### config.mk
export PLATFORM = sky130hd
export DESIGN_NAME = button_conditioner
export DESIGN_NICKNAME = d
export VERILOG_FILES = /design/src/rtl/btn_pkg.sv /design/src/rtl/btn_channel.sv /design/src/rtl/button_conditioner.sv
export SDC_FILE = /design/constraint.sdc
export NUM_CORES = 1
export LEC_CHECK = 0
export BUFFER_PORTS_ARGS = -buffer_cell sky130_fd_sc_hd__buf_4
export CORE_ASPECT_RATIO = 1.1
export CORE_MARGIN = 1
export CORE_UTILIZATION = 55
export DETAILED_ROUTE_END_ITERATION = 8
export PLACE_DENSITY_LB_ADDON = 0.25
export REMOVE_ABC_BUFFERS = 1
export SLEW_MARGIN = 40
export SYNTH_ARGS = -nofsm -noshare
export SYNTH_HDL_FRONTEND = slang
export SYNTH_SLANG_ARGS = --single-unit
### constraint.sdc
create_clock -name clk_216 -period 4.7 [get_ports clk_216]
set_clock_uncertainty 0.15 [all_clocks]
set_input_delay 0.94 -clock clk_216 [delete_from_list [all_inputs] [get_ports clk_216]]
set_output_delay 0.94 -clock clk_216 [all_outputs]
set_load 0.03 [all_outputs]
### src/rtl/btn_pkg.sv
// Shared types and constants for the push-button conditioner.
// Channel FSM states, counter widths and channel indices.
package btn_pkg;

  localparam int DB_W   = 4;
  localparam int HOLD_W = 11;

  localparam int CH_FLIP = 0;
  localparam int CH_RST  = 1;

  typedef enum logic [2:0] {
    IDLE        = 3'd0,
    DEB_PRESS   = 3'd1,
    PRESSED     = 3'd2,
    HELD        = 3'd3,
    DEB_RELEASE = 3'd4
  } btn_st_e;

endpackage

### src/rtl/btn_channel.sv
// One button channel: 2-flop synchronizer, debounce/long-press FSM,
// registered press/long pulses and debounced level.
module btn_channel
  import btn_pkg::*;
#(
  parameter int DB_CNT   = 4,
  parameter int LONG_CNT = 1024
) (
  input  logic clk_216,
  input  logic rst_n,
  input  logic raw,
  output logic press_p,
  output logic long_p,
  output logic level
);

  localparam logic [DB_W-1:0] DB_LAST =
    DB_W'(DB_CNT - 1);
  localparam logic [HOLD_W-1:0] HOLD_LAST =
    HOLD_W'(LONG_CNT - 1);
  localparam logic [DB_W-1:0] DB_ONE = DB_W'(1);
  localparam logic [HOLD_W-1:0] HOLD_ONE = HOLD_W'(1);

  logic s1, sync;
  btn_st_e state, state_n;
  logic [DB_W-1:0] db_cnt, db_cnt_n;
  logic [HOLD_W-1:0] hold_cnt, hold_cnt_n;
  logic held, held_n;
  logic press_n, long_n, level_n;

  always_ff @(posedge clk_216) begin
    if (!rst_n) begin
      s1       <= 1'b0;
      sync     <= 1'b0;
      state    <= IDLE;
      db_cnt   <= '0;
      hold_cnt <= '0;
      held     <= 1'b0;
      press_p  <= 1'b0;
      long_p   <= 1'b0;
      level    <= 1'b0;
    end else begin
      s1       <= raw;
      sync     <= s1;
      state    <= state_n;
      db_cnt   <= db_cnt_n;
      hold_cnt <= hold_cnt_n;
      held     <= held_n;
      press_p  <= press_n;
      long_p   <= long_n;
      level    <= level_n;
    end
  end

  always_comb begin
    state_n    = state;
    db_cnt_n   = db_cnt;
    hold_cnt_n = hold_cnt;
    held_n     = held;
    press_n    = 1'b0;
    long_n     = 1'b0;
    level_n    = level;
    unique case (state)
      IDLE: begin
        if (sync) begin
          state_n  = DEB_PRESS;
          db_cnt_n = DB_ONE;
        end
      end
      DEB_PRESS: begin
        if (!sync) begin
          state_n  = IDLE;
          db_cnt_n = '0;
        end else if (db_cnt == DB_LAST) begin
          state_n    = PRESSED;
          db_cnt_n   = '0;
          hold_cnt_n = '0;
          press_n    = 1'b1;
          level_n    = 1'b1;
        end else begin
          db_cnt_n = db_cnt + DB_ONE;
        end
      end
      PRESSED: begin
        if (!sync) begin
          state_n  = DEB_RELEASE;
          held_n   = 1'b0;
          db_cnt_n = DB_ONE;
        end else if (hold_cnt == HOLD_LAST) begin
          state_n    = HELD;
          hold_cnt_n = hold_cnt + HOLD_ONE;
          long_n     = 1'b1;
        end else if (hold_cnt != '1) begin
          hold_cnt_n = hold_cnt + HOLD_ONE;
        end
      end
      HELD: begin
        if (!sync) begin
          state_n  = DEB_RELEASE;
          held_n   = 1'b1;
          db_cnt_n = DB_ONE;
        end
      end
      DEB_RELEASE: begin
        // A bounce back high resumes the press without re-announcing it
        if (sync) begin
          state_n  = held ? HELD : PRESSED;
          db_cnt_n = '0;
        end else if (db_cnt == DB_LAST) begin
          state_n  = IDLE;
          db_cnt_n = '0;
          level_n  = 1'b0;
        end else begin
          db_cnt_n = db_cnt + DB_ONE;
        end
      end
      default: begin
        state_n = IDLE;
      end
    endcase
  end

endmodule

### src/rtl/button_conditioner.sv
// Two-channel push-button conditioner plus synchronized enable switch.
// Channel 0 is the flip button, channel 1 the counter reset request.
module button_conditioner
  import btn_pkg::*;
#(
  parameter int DB_CNT   = 4,
  parameter int LONG_CNT = 1024
) (
  input  logic       clk_216,
  input  logic       rst_n,
  input  logic [1:0] btn_in,
  input  logic       sw_en,
  output logic [1:0] press_p,
  output logic [1:0] long_p,
  output logic [1:0] level,
  output logic       en_sync
);

  logic en_s1;

  always_ff @(posedge clk_216) begin
    if (!rst_n) begin
      en_s1   <= 1'b0;
      en_sync <= 1'b0;
    end else begin
      en_s1   <= sw_en;
      en_sync <= en_s1;
    end
  end

  btn_channel #(
    .DB_CNT  (DB_CNT),
    .LONG_CNT(LONG_CNT)
  ) u_flip (
    .clk_216(clk_216),
    .rst_n  (rst_n),
    .raw    (btn_in[CH_FLIP]),
    .press_p(press_p[CH_FLIP]),
    .long_p (long_p[CH_FLIP]),
    .level  (level[CH_FLIP])
  );

  btn_channel #(
    .DB_CNT  (DB_CNT),
    .LONG_CNT(LONG_CNT)
  ) u_rst (
    .clk_216(clk_216),
    .rst_n  (rst_n),
    .raw    (btn_in[CH_RST]),
    .press_p(press_p[CH_RST]),
    .long_p (long_p[CH_RST]),
    .level  (level[CH_RST])
  );

endmodule
==> results of run 1 <==
## synthesized netlist by cell type (all sizes together), types with 3 or more instances
library cell	n
a211oi	3
a21boi	4
a21oi	21
a311oi	3
a31oi	5
a41oi	5
and2	6
and3	3
and4	9
buf	11
clkbuf	17
dfxtp	50
ha	4
inv	7
mux2i	9
nand2	18
nand2b	14
nand3	14
nand3b	5
nand4	6
nand4b	3
nor2	18
nor2b	9
nor3	12
nor4	5
o21a	4
o21ai	13
o31ai	7
or3b	3
or4	13
## metrics by stage
stage          std cells  hold slack, ns  setup WS (ns)
3_3_place_gp         366           0.265           2.24
5_1_grt              374           0.306           1.98
3_5_place_dp         366           0.275           2.17
6_report             374           0.293           2.18
4_1_cts              374           0.299           2.18
2_1_floorplan        298           0.262           2.30
## logic make-up (layout without fill, tap and decap cells)
family,after synthesis,in the layout
mux,9,9
xor+xnor,1,1
simple gates,147,147
buf+inv,35,27
compound gates,80,80
flops,50,50
fa+ha+maj,4,4
## layout make-up
type	instances	area, um2
inverter	7	26.3
tap	56	70.1
clock inverter	2	37.5
fill	410	1850
multi-input combinational	241	1570
sequential	50	1000
clock buffer	6	72.6
timing repair buffer	12	90.1
## worst max-delay path by stage
stage | end | cells after the start | start
after floorplan | u_rst.hold_cnt[9] | 5 | u_rst.db_cnt[0]
after global placement | u_flip.hold_cnt[1] | 5 | u_flip.db_cnt[0]
after detailed placement | u_flip.hold_cnt[3] | 5 | u_flip.db_cnt[0]
after CTS | u_flip.hold_cnt[3] | 5 | u_flip.db_cnt[0]
after global routing | u_flip.hold_cnt[1] | 5 | u_flip.db_cnt[0]
final | u_flip.hold_cnt[1] | 5 | u_flip.db_cnt[0]
## cell usage in the layout (no fill, tap or decap), types with 2 or more instances in the layout
| master | instances |
|---|---|
| clkbuf_8 | 5 |
| nand2_1 | 18 |
| inv_1 | 7 |
| nand4b_1 | 3 |
| nand4_1 | 6 |
| ha_1 | 4 |
| nor2b_1 | 9 |
| and4_1 | 9 |
| a311oi_1 | 3 |
| o22ai_1 | 2 |
| and2_1 | 6 |
| nor3_1 | 12 |
| nor2_1 | 18 |
| nor4bb_1 | 2 |
| nor4_1 | 5 |
| a21oi_1 | 21 |
| a41oi_1 | 5 |
| o31ai_1 | 7 |
| o21ai_0 | 13 |
| nor4b_1 | 2 |
| o41ai_1 | 2 |
| a21boi_1 | 2 |
| nand2b_1 | 14 |
| a21boi_0 | 2 |
| a211oi_1 | 3 |
| nand3b_1 | 5 |
| o21bai_1 | 2 |
| mux2i_1 | 9 |
| a31oi_1 | 5 |
| o22a_1 | 2 |
| buf_4 | 12 |
| nand3_1 | 14 |
| dfxtp_1 | 50 |
| or3b_2 | 2 |
| or4b_1 | 2 |
| o21a_1 | 4 |
| and3_1 | 3 |
| or4_1 | 13 |
## sequential cells by signal, summed over array words and instances (netlist names), 3 cells and up
signal and count:
u_flip.db_cnt 4, u_flip.state 3, u_rst.db_cnt 4, u_rst.state 3, u_flip.hold_cnt 11, u_rst.hold_cnt 11
## worst reg2reg max path, stage by stage (launching register included)
cell,delay [ns]
dfxtp_1,0.44
ha_1,0.23
or4b_1,0.57
o22a_1,0.36
or4b_1,0.55
a21oi_1,0.14
## power by group through the flow
stage,clock (mW),sequential [mW],combinational (mW)
3_5_place_dp,0,0.443,0.0254
3_3_place_gp,0,0.442,0.0249
4_1_cts,0.312,0.433,0.0255
5_1_grt,0.327,0.434,0.0287
2_1_floorplan,0,0.442,0.0161
6_report,0.304,0.433,0.0252
## per-layer routing
metal	part of all wire (%)	GRT usage [%]
met1	49	26.0
met2	47	38.7
met5	0	0
met3	3.0	4.37
met4	0.56	8.84
==> key figures, run 1 <==
Power
  – Tot Pwr: ~0.76 mW
  – Logic pwr share: between 3 and 4%
  – Internal power: just under 0.6 mW
  – Pwr per Cell Area: between 200 and 300 mW/mm2
  – Sw frac: between 20% and 30%
  – NetSw: 0.165 mW
  – Sequential share of power: 56.8%
  – Leak pwr: roughly 0.9 nW
  – Peak VDD IR: roughly 0.14 mV
  – Clk pwr share: ~40%

Synth
  – FFs w/ async S/R, synth: 0%
  – #FFs+latches synth: 50
  – Simple-gate share of the synthesized area: between 30% and 40%
  – Dominant cells by area after synthesis: dfxtp_1 37%, a21oi_1 3.8%, or4_1 3.6%
  – Seq/Total Area, Yosys: 36.7%
  – Post-synth EDFFs: 0
  – Main synth FF type: dfxtp_1
  – Post-Synth XOR/XNOR Area: less than 1%
  – Synthesized instance count: around 330
  – Warnings, synthesis: 0
  – Synth Area in Adders: under 10%
  – Synth cell types: 53
  – Post-synth top area cell: dfxtp_1
  – Post-synthesis compound-gate area fraction: between 10% and 20%
  – Synth top area share: between 30% and 40%
  – Multiplexer share of the synthesized area: approximately 3.3%
  – Cell Area, Synth: approximately 0.0027 mm2
  – Synthesized area per cell: about 8.4 um2
  – Main combinational cell family by area after synthesis: simple AND/OR/NAND/NOR gates

STA
  – Final period utilization: between 50% and 60%
  – Final Hold Viols: 0
  – Tightest Pin Transition: between 0.7 and 0.8 ns
  – F_max: 396 MHz
  – Final TNS setup: 0 ns
  – Max-Slew Margin vs Limit: a little over half
  – # setup viols final: 0
  – Unrepaired setup endpoints after global routing: no
  – Final Max Slew Viols: 0
  – Crit path time final: around 2.5 ns

Hold path
  – Worst Hold Class: register to register
  – Hold Path Origin: u_flip.s1
  – Hold path depth: 1
  – Worst Hold Endpoint: u_flip.sync

Worst setup path
  – Reg-to-reg slack, setup: 2.18 ns
  – Element type at the critical path end: register
  – R2R cell count: 5
  – Critical Path RT: approximately 4.8 ns
  – Cell repeated most along the worst path: or4b_1
  – Crit path largest cell delay: 0.57 ns
  – RR Startpoint: u_flip.db_cnt[0]
  – Reg-to-reg endpoint: u_flip.hold_cnt[1]
  – Critical path data arrival time: roughly 2.6 ns
  – Worst path cell trace: ha_1 > or4b_1 > o22a_1 > or4b_1 > a21oi_1
  – Slowest CP cell: or4b_1
  – Buf/Inv on CP: 0
  – Startpoint types: register
  – Top delay family on crit path: simple AND/OR/NAND/NOR gates
  – CP Max Fanout: 11
  – Crit Path Class: register to register

Drt
  – DRT Pass-1 Iters: 4
  – Vias: about 2,300
  – Post-Route WL: roughly 5400 um
  – Drt wl/cell: ~14 um
  – 1st-iter DRT viols: slightly above 200
  – Post-route ant nets: 0
  – DRC: 0
  – Routed vias/inst: between 6 and 7

Placed design
  – Routability congestion estimate: around 0.8
  – Placed Area: ~0.0028 mm2
  – Post-DP HPWL: ~3600 um
  – Port bufs: 11

Cells and area
  – Final Net Count: approximately 330
  – # diodes: 0
  – Share of post-route cells with drive strength above 1: 7.23%
  – Util after Layout: between 60% and 70%
  – Syn-to-layout area delta: 4.86%
  – Final Cell Area: roughly 0.0029 mm2

Outcome
  – Run status: complete, no violations

Clock network
  – Post-cts sizing count: 0
  – Clock Latency Late Sink: 0.30 ns
  – Bufs on Longest Clock Path: 2
  – Clock-pin slew on the worst setup and hold paths: approximately 0.090 ns
  – CTS buffer count: 5
  – CTS Sinks: 50
  – H-tree Lvls: 2
  – CTS tree: yes
  – Hold_buf cts: 0
  – Setup Buffers After CTS: 0
  – Root Buffer Master: clkbuf_8

Global routing
  – Number of global-route vias before repair: approximately 2,200
  – Initial antenna violation count: 0
  – First-pass GRT wire length: 9350 um
  – Total track usage: 21.7%
  – Largest net degree at the start of global routing: 23
  – Grt ovf: 0

Die
  – Chip Height: 75.9 um
  – Cell row count: 26
  – Core area: roughly 0.0047 mm2
  – Die area: 0.00525 mm2
  – Starting Density: ~58%
  – Top Ports: 12
  – Die width: about 69 um

Flow run
  – Maxcap violations: 0
No activity file was read; power rests on OpenSTA's default activity.
==> inputs of run 2 (changes only) <==
- ABC_AREA: not set -> 1
- clock period: 4.7 -> 2.2 ns (I/O delays scaled with it)
==> run 2 against run 1 <==
Setup slack worse by 1.8 ns. Clock-buffer cell count down 1. Via count increased by 8.3%. Power increased to 3.8 times the previous value. First-iteration DRC count decreased by 47%. Largest power group unchanged.
==> key figures, run 2 <==
Outcome
  – Run status: complete, no violations

Worst setup path
  – Startpoint types: register
  – Reg-to-reg endpoint: u_rst.hold_cnt[2]
  – Crit path to: u_rst.hold_cnt[2]
  – Element type at the critical path end: register
  – Reg-to-reg slack, setup: approximately 0.34 ns
  – Crit path largest cell delay: ~0.4 ns
  – Worst path depth: 9
  – Critical path data arrival time: 1.92 ns
  – RR Startpoint: u_rst.hold_cnt[0]
  – Critical Path RT: between 2 and 2.5 ns
  – Slowest CP cell: dfxtp_1
  – Top delay family on crit path: simple AND/OR/NAND/NOR gates
  – Crit Path Class: register to register
  – R2R cell count: 9
  – CP Max Fanout: 10
  – Worst setup startpoint: u_rst.hold_cnt[0]
  – Buf/Inv on CP: 1
  – Worst path cell trace: ha_1 > nand3_1 > nor2_2 > nand2_1 > nor2_1 > nor2_2 > buf_4 > a21oi_1 > nor2_1

Power
  – Internal power: 1.79 mW
  – Sequential share of power: a little under two fifths
  – Leak pwr: around 1.3 nW
  – Sw frac: about two fifths
  – Peak VDD IR: 0.540 mV
  – Pwr per Cell Area: 977 mW/mm2
  – NetSw: approximately 1.1 mW
  – Clk pwr share: a little over a quarter
  – Logic pwr share: 35.7%

Cells and area
  – # diodes: 0
  – Final Net Count: 445
  – Most common cell after layout, fill and taps aside: nand2_1
  – Share of post-route cells with drive strength above 1: roughly a tenth
  – Syn-to-layout area delta: 8.73%
  – Most frequent cells in the layout: 125 x nand2_1, 68 x nor2_1, 50 x dfxtp_1
  – Top Registers: u_flip.hold_cnt x11, u_rst.hold_cnt x11

Synth
  – Most common cell in the netlist: nand2_1
  – Synth top area share: between 30% and 40%
  – Main synth FF type: dfxtp_1
  – Synthesized area per cell: roughly 6.4 um2
  – FFs w/ async S/R, synth: 0%
  – Cell Area, Synth: between 0.002 and 0.003 mm2
  – Seq/Total Area, Yosys: between 30 and 40%
  – Warnings, synthesis: 0
  – Synthesized instance count: approximately 430
  – Post-synth top area cell: dfxtp_1
  – Synth cell types: 38
  – Dominant cells by area after synthesis: dfxtp_1 37%, nand2_1 17%, nor2_1 9.5%
  – #FFs+latches synth: 50
  – Post-synth EDFFs: 0
  – Most instantiated cells after synthesis: 125 x nand2_1, 69 x nor2_1, 50 x dfxtp_1

Drt
  – Post-Route WL: ~5300 um
  – DRC: 0
  – Routed vias/inst: 5.14
  – Post-route ant nets: 0
  – Vias: 2,536
  – Drt wl/cell: 10.7 um
  – DRT Pass-1 Iters: 4
  – 1st-iter DRT viols: ~110

STA
  – # setup viols final: 0
  – Final Hold Viols: 0
  – Final period utilization: 84.6%
  – Worst hold slack: approximately 0.16 ns
  – Final TNS setup: 0 ns
  – F_max: roughly 540 MHz
  – Final Max Slew Viols: 0
  – Tightest Pin Transition: roughly 0.52 ns
  – Crit path time final: roughly 1.9 ns
  – Max-Slew Margin vs Limit: 65.2%
  – Unrepaired setup endpoints after global routing: no

Hold path
  – Worst Hold Class: input pin to register
  – Hold path depth: 3

Clock network
  – CTS tree: yes
  – H-tree Lvls: 2
  – Bufs on Longest Clock Path: 2
  – Hold_buf cts: 0
  – CTS Sinks: 50
  – Root Buffer Master: clkbuf_8
  – Clock Latency Late Sink: slightly above 0.3 ns
  – Clock-pin slew on the worst setup and hold paths: ~0.09 ns
  – CTS buffer count: 5

Die
  – Top Ports: 12
  – Chip Height: approximately 76 um
  – Starting Density: between 50 and 60%
  – Cell row count: 26
  – Die width: just under 70 um
  – Die area: between 0.005 and 0.006 mm2
  – Core area: around 0.0047 mm2

Global routing
  – Initial antenna violation count: 0
  – First-pass GRT wire length: 9560 um
  – Grt ovf: 0
  – Number of global-route vias before repair: 2,290
  – Total track usage: between 20% and 30%
  – Largest net degree at the start of global routing: 29

Placed design
  – Routability congestion estimate: between 0.8 and 0.9
  – Port bufs: 11
  – Post-DP HPWL: approximately 3800 um

Flow run
  – Maxcap violations: 0
[run 2: power by group through the flow]
stage / combinational (mW) / clock (mW) / sequential (mW)
2_1_floorplan: 0.766 / 0 / 1.12
3_3_place_gp: 1.03 / 0 / 1.11
6_report: 1.04 / 0.776 / 1.09
5_1_grt: 1.21 / 0.833 / 1.11
4_1_cts: 1.04 / 0.799 / 1.09
3_5_place_dp: 1.03 / 0 / 1.11
[run 2: cell type report]
class | instances | area, um2
Multi-Input combinational cell | 312 | 1460
Fill cell | 453 | 1740
Tap cell | 56 | 70.1
Sequential cell | 50 | 1000
Clock buffer | 5 | 68.8
Timing Repair Buffer | 16 | 120
Clock inverter | 3 | 68.8
Inverter | 51 | 191
[run 2: worst min-delay path by stage]
stage | startpoint | end | slack (ns)
after floorplan | en_s1 | en_sync | 0.24
after global placement | u_flip.s1 | u_flip.sync | 0.24
after detailed placement | u_flip.s1 | u_flip.sync | 0.26
after CTS | btn_in[0] | u_flip.s1 | 0.14
after global routing | btn_in[0] | u_flip.s1 | 0.13
final | btn_in[1] | u_rst.s1 | 0.16
[run 2: cells by family (layout without fill, tap and decap cells)]
family	count (synthesis)	count (layout)	synth area share, %
DFF	50	50	36.6
adders and majority gates	4	4	1.83
xor gates and xnor gates	6	6	1.92
buffers and inverters	65	75	10.3
and+or+nand+nor	256	256	40.1
AOI/OAI and AO/OA	46	46	9.28
[run 2: worst register-to-register path, delay by kind of cell, from the launching register on]
kind | cells | cell delay (ns)
buf+inv | 1 | 0.17
flops | 1 | 0.41
compound gates | 1 | 0.13
fa+ha+maj | 1 | 0.21
simple gates | 6 | 0.69
[run 2: what timing repair did]
| item | 4_1_cts | 5_1_grt |
|---|---|---|
| buffers inserted | 0 | 0 |
| setup endpoints to repair | 0 | 1 |
| resized for setup | 0 | 1 |
[run 2: metrics by stage]
stage,area [um2],power (mW),worst slack (ns),util [%],instances
5_1_grt,2980,3.16,0.0896,63.1,493
3_3_place_gp,2840,2.14,0.329,60.1,485
2_1_floorplan,2650,1.88,0.416,-,413
6_report,2980,2.91,0.339,63.1,493
4_1_cts,2970,2.93,0.268,63.0,493
3_5_place_dp,2840,2.15,0.284,60.1,485
[run 2: per-layer routing]
| layer | up-vias | routed length (um) | GRT usage [%] |
|---|---|---|---|
| li1 | 1361 | - | - |
| met4 | 0 | 78 | 8.98 |
| met3 | 7 | 171 | 5.16 |
| met5 | - | 0 | 0 |
| met2 | 34 | 2590 | 38.5 |
| met1 | 1134 | 2420 | 25.8 |
==> inputs of run 3 (changes only) <==
- clock period: 2.2 -> 1.65 ns (I/O delays scaled with it)
==> run 3 against run 2 <==
Routed wire length rose by 21%. Register-to-register slack worse by 0.30 ns. Setup slack worse by 0.30 ns. Clock-buffer cell count unchanged. Worst hold slack worse by 0.11 ns. Global-route usage grew 2.3 points. Clock power grew 12%. Critical endpoint is now u_flip.hold_cnt[0].
==> key figures, run 3 (synthesized netlist as in run 2, its figures left out) <==
Global routing
  – Grt met1 use: between 20% and 30%
  – Met2 GRT Util: 44.2%
  – GRT met3 Usage: 3.97%
  – Largest net degree at the start of global routing: 18
  – Total track usage: roughly a quarter
  – First-pass GRT wire length: 10,600 um
  – Most Crowded Layer GR: met2
  – Initial antenna violation count: 0
  – Grt ovf: 0
  – Number of global-route vias before repair: between 2,000 and 3,000

Die
  – Top Ports: 12
  – Die width: 69.3 um
  – Chip Height: between 70 and 80 um
  – Die area: between 0.005 and 0.006 mm2
  – Core area: around 0.0047 mm2
  – Cell row count: 26
  – Starting Density: approximately three fifths

Worst setup path
  – Critical path data arrival time: between 1.5 and 2 ns
  – Crit Path Class: register to register
  – Element type at the critical path end: register
  – Crit path largest cell delay: between 0.3 and 0.4 ns
  – Startpoint types: register
  – Top delay family on crit path: simple AND/OR/NAND/NOR gates
  – Buf/Inv on CP: 2
  – Cell repeated most along the worst path: nor2_2
  – Slowest CP cell: dfxtp_2
  – Worst path cell trace: buf_4 > nand2_1 > nor2_2 > nand2_1 > nor2_2 > nor2_2 > buf_4 > o21ai_1 > nor2_1
  – Critical Path RT: ~1.7 ns
  – CP Max Fanout: 5

Outcome
  – Run status: complete, no violations

Cells and area
  – Share of post-route cells with drive strength above 1: 26.3%
  – Syn-to-layout area delta: 25.2%
  – Most frequent cells in the layout: 119 x nand2_1, 56 x nor2_1, 55 x buf_4
  – Final Net Count: ~490
  – Most common cell after layout, fill and taps aside: nand2_1
  – Util after Layout: between 70% and 80%
  – Final non-filler cell total: 535
  – Top Registers: u_flip.hold_cnt x11, u_rst.hold_cnt x11
  – # diodes: 0

Clock network
  – CTS tree: yes
  – Bufs on Longest Clock Path: 2
  – Clock-pin slew on the worst setup and hold paths: roughly 0.1 ns
  – Root Buffer Master: clkbuf_8
  – H-tree Lvls: 2
  – CTS Sinks: 50
  – Clock Latency Late Sink: around 0.31 ns
  – CTS buffer count: 5

STA
  – Tightest Pin Transition: about 0.32 ns
  – Final Hold Viols: 0
  – F_max: 621 MHz
  – Final Max Slew Viols: 0
  – Crit path time final: roughly 1.6 ns
  – Final period utilization: a little over nine tenths
  – Worst hold slack: 0.0437 ns
  – Max-Slew Margin vs Limit: between 70% and 80%
  – # setup viols final: 0

Placed design
  – Placed Cells: between 500 and 600
  – Post-DP HPWL: ~4400 um
  – Port bufs: 11
  – Routability congestion estimate: roughly 0.93

Drt
  – DRT Pass-1 Iters: 4
  – DRC: 0
  – Vias: roughly 2,800
  – Post-route ant nets: 0
  – Post-Route WL: approximately 6400 um
  – Drt wl/cell: approximately 12 um
  – 1st-iter DRT viols: between 100 and 150
  – Routed vias/inst: 5.23

Power
  – Peak VDD IR: around 0.82 mV
  – Pwr per Cell Area: between 1000 and 1500 mW/mm2
  – Leak pwr: between 1.5 and 2 nW

Hold path
  – Worst Hold Class: input pin to register

Flow run
  – Maxcap violations: 0
-- run 3: where the power goes --
group | leakage (nW) | internal [mW] | switching (mW)
clock | 0.0504 | 0.451 | 0.421
combinational | 1.05 | 0.705 | 1.13
sequential | 0.411 | 1.35 | 0.115
total | 1.51 | 2.51 | 1.66
-- run 3: per-layer routing --
layer / routed length [um] / vias to the layer above
li1: - / 1450
met1: 2730 / 1284
met2: 3350 / 54
met3: 181 / 10
met4: 118 / 0
met5: 0 / -
-- run 3: what timing repair did --
item,in CTS,in global routing
pin swaps,1,11
cloned,0,1
hold buffers,0,0
endpoints found under the setup margin,10,30
gates resized for setup,5,55
buffers inserted,1,4
-- run 3: path summary, 6_finish.rpt --
| kind | startpoint | end | slack, ns | cells after the start |
|---|---|---|---|---|
| setup / recovery | u_flip.state[1] | u_flip.hold_cnt[0] | 0.04 | 9 |
| hold / removal | btn_in[0] | u_flip.s1 | 0.04 | 3 |
| setup reg to reg | u_flip.state[1] | u_flip.hold_cnt[0] | 0.04 | 9 |
| hold reg to reg | u_rst.s1 | u_rst.sync | 0.27 | 2 |
-- run 3: area by class of cell --
class,count,area [um2]
multi-input cells,312,1590
fillers,375,1290
flip-flops and latches,50,1020
repair buffers,58,447
inverters,51,191
well taps,56,70.1
clock buffers,5,68.8
clock inverters,3,45.0
-- run 3: through the flow --
stage                     power [mW]  TNS [ns]  setup slack [ns]  instance area, um2
after floorplan                 2.51     -1.09            -0.134                2650
after global placement          3.01         0            0.0222                3110
after detailed placement        3.05    -0.230           -0.0525                3110
after CTS                       3.93         0           0.00662                3230
after global routing            4.50    -0.196           -0.0573                3430
final                           4.18         0            0.0389                3430
-- run 3: worst min-delay path, cell delays in order --
cell and delay, ns:
buf_4 0.08, nand2_1 0.04, inv_1 0.04
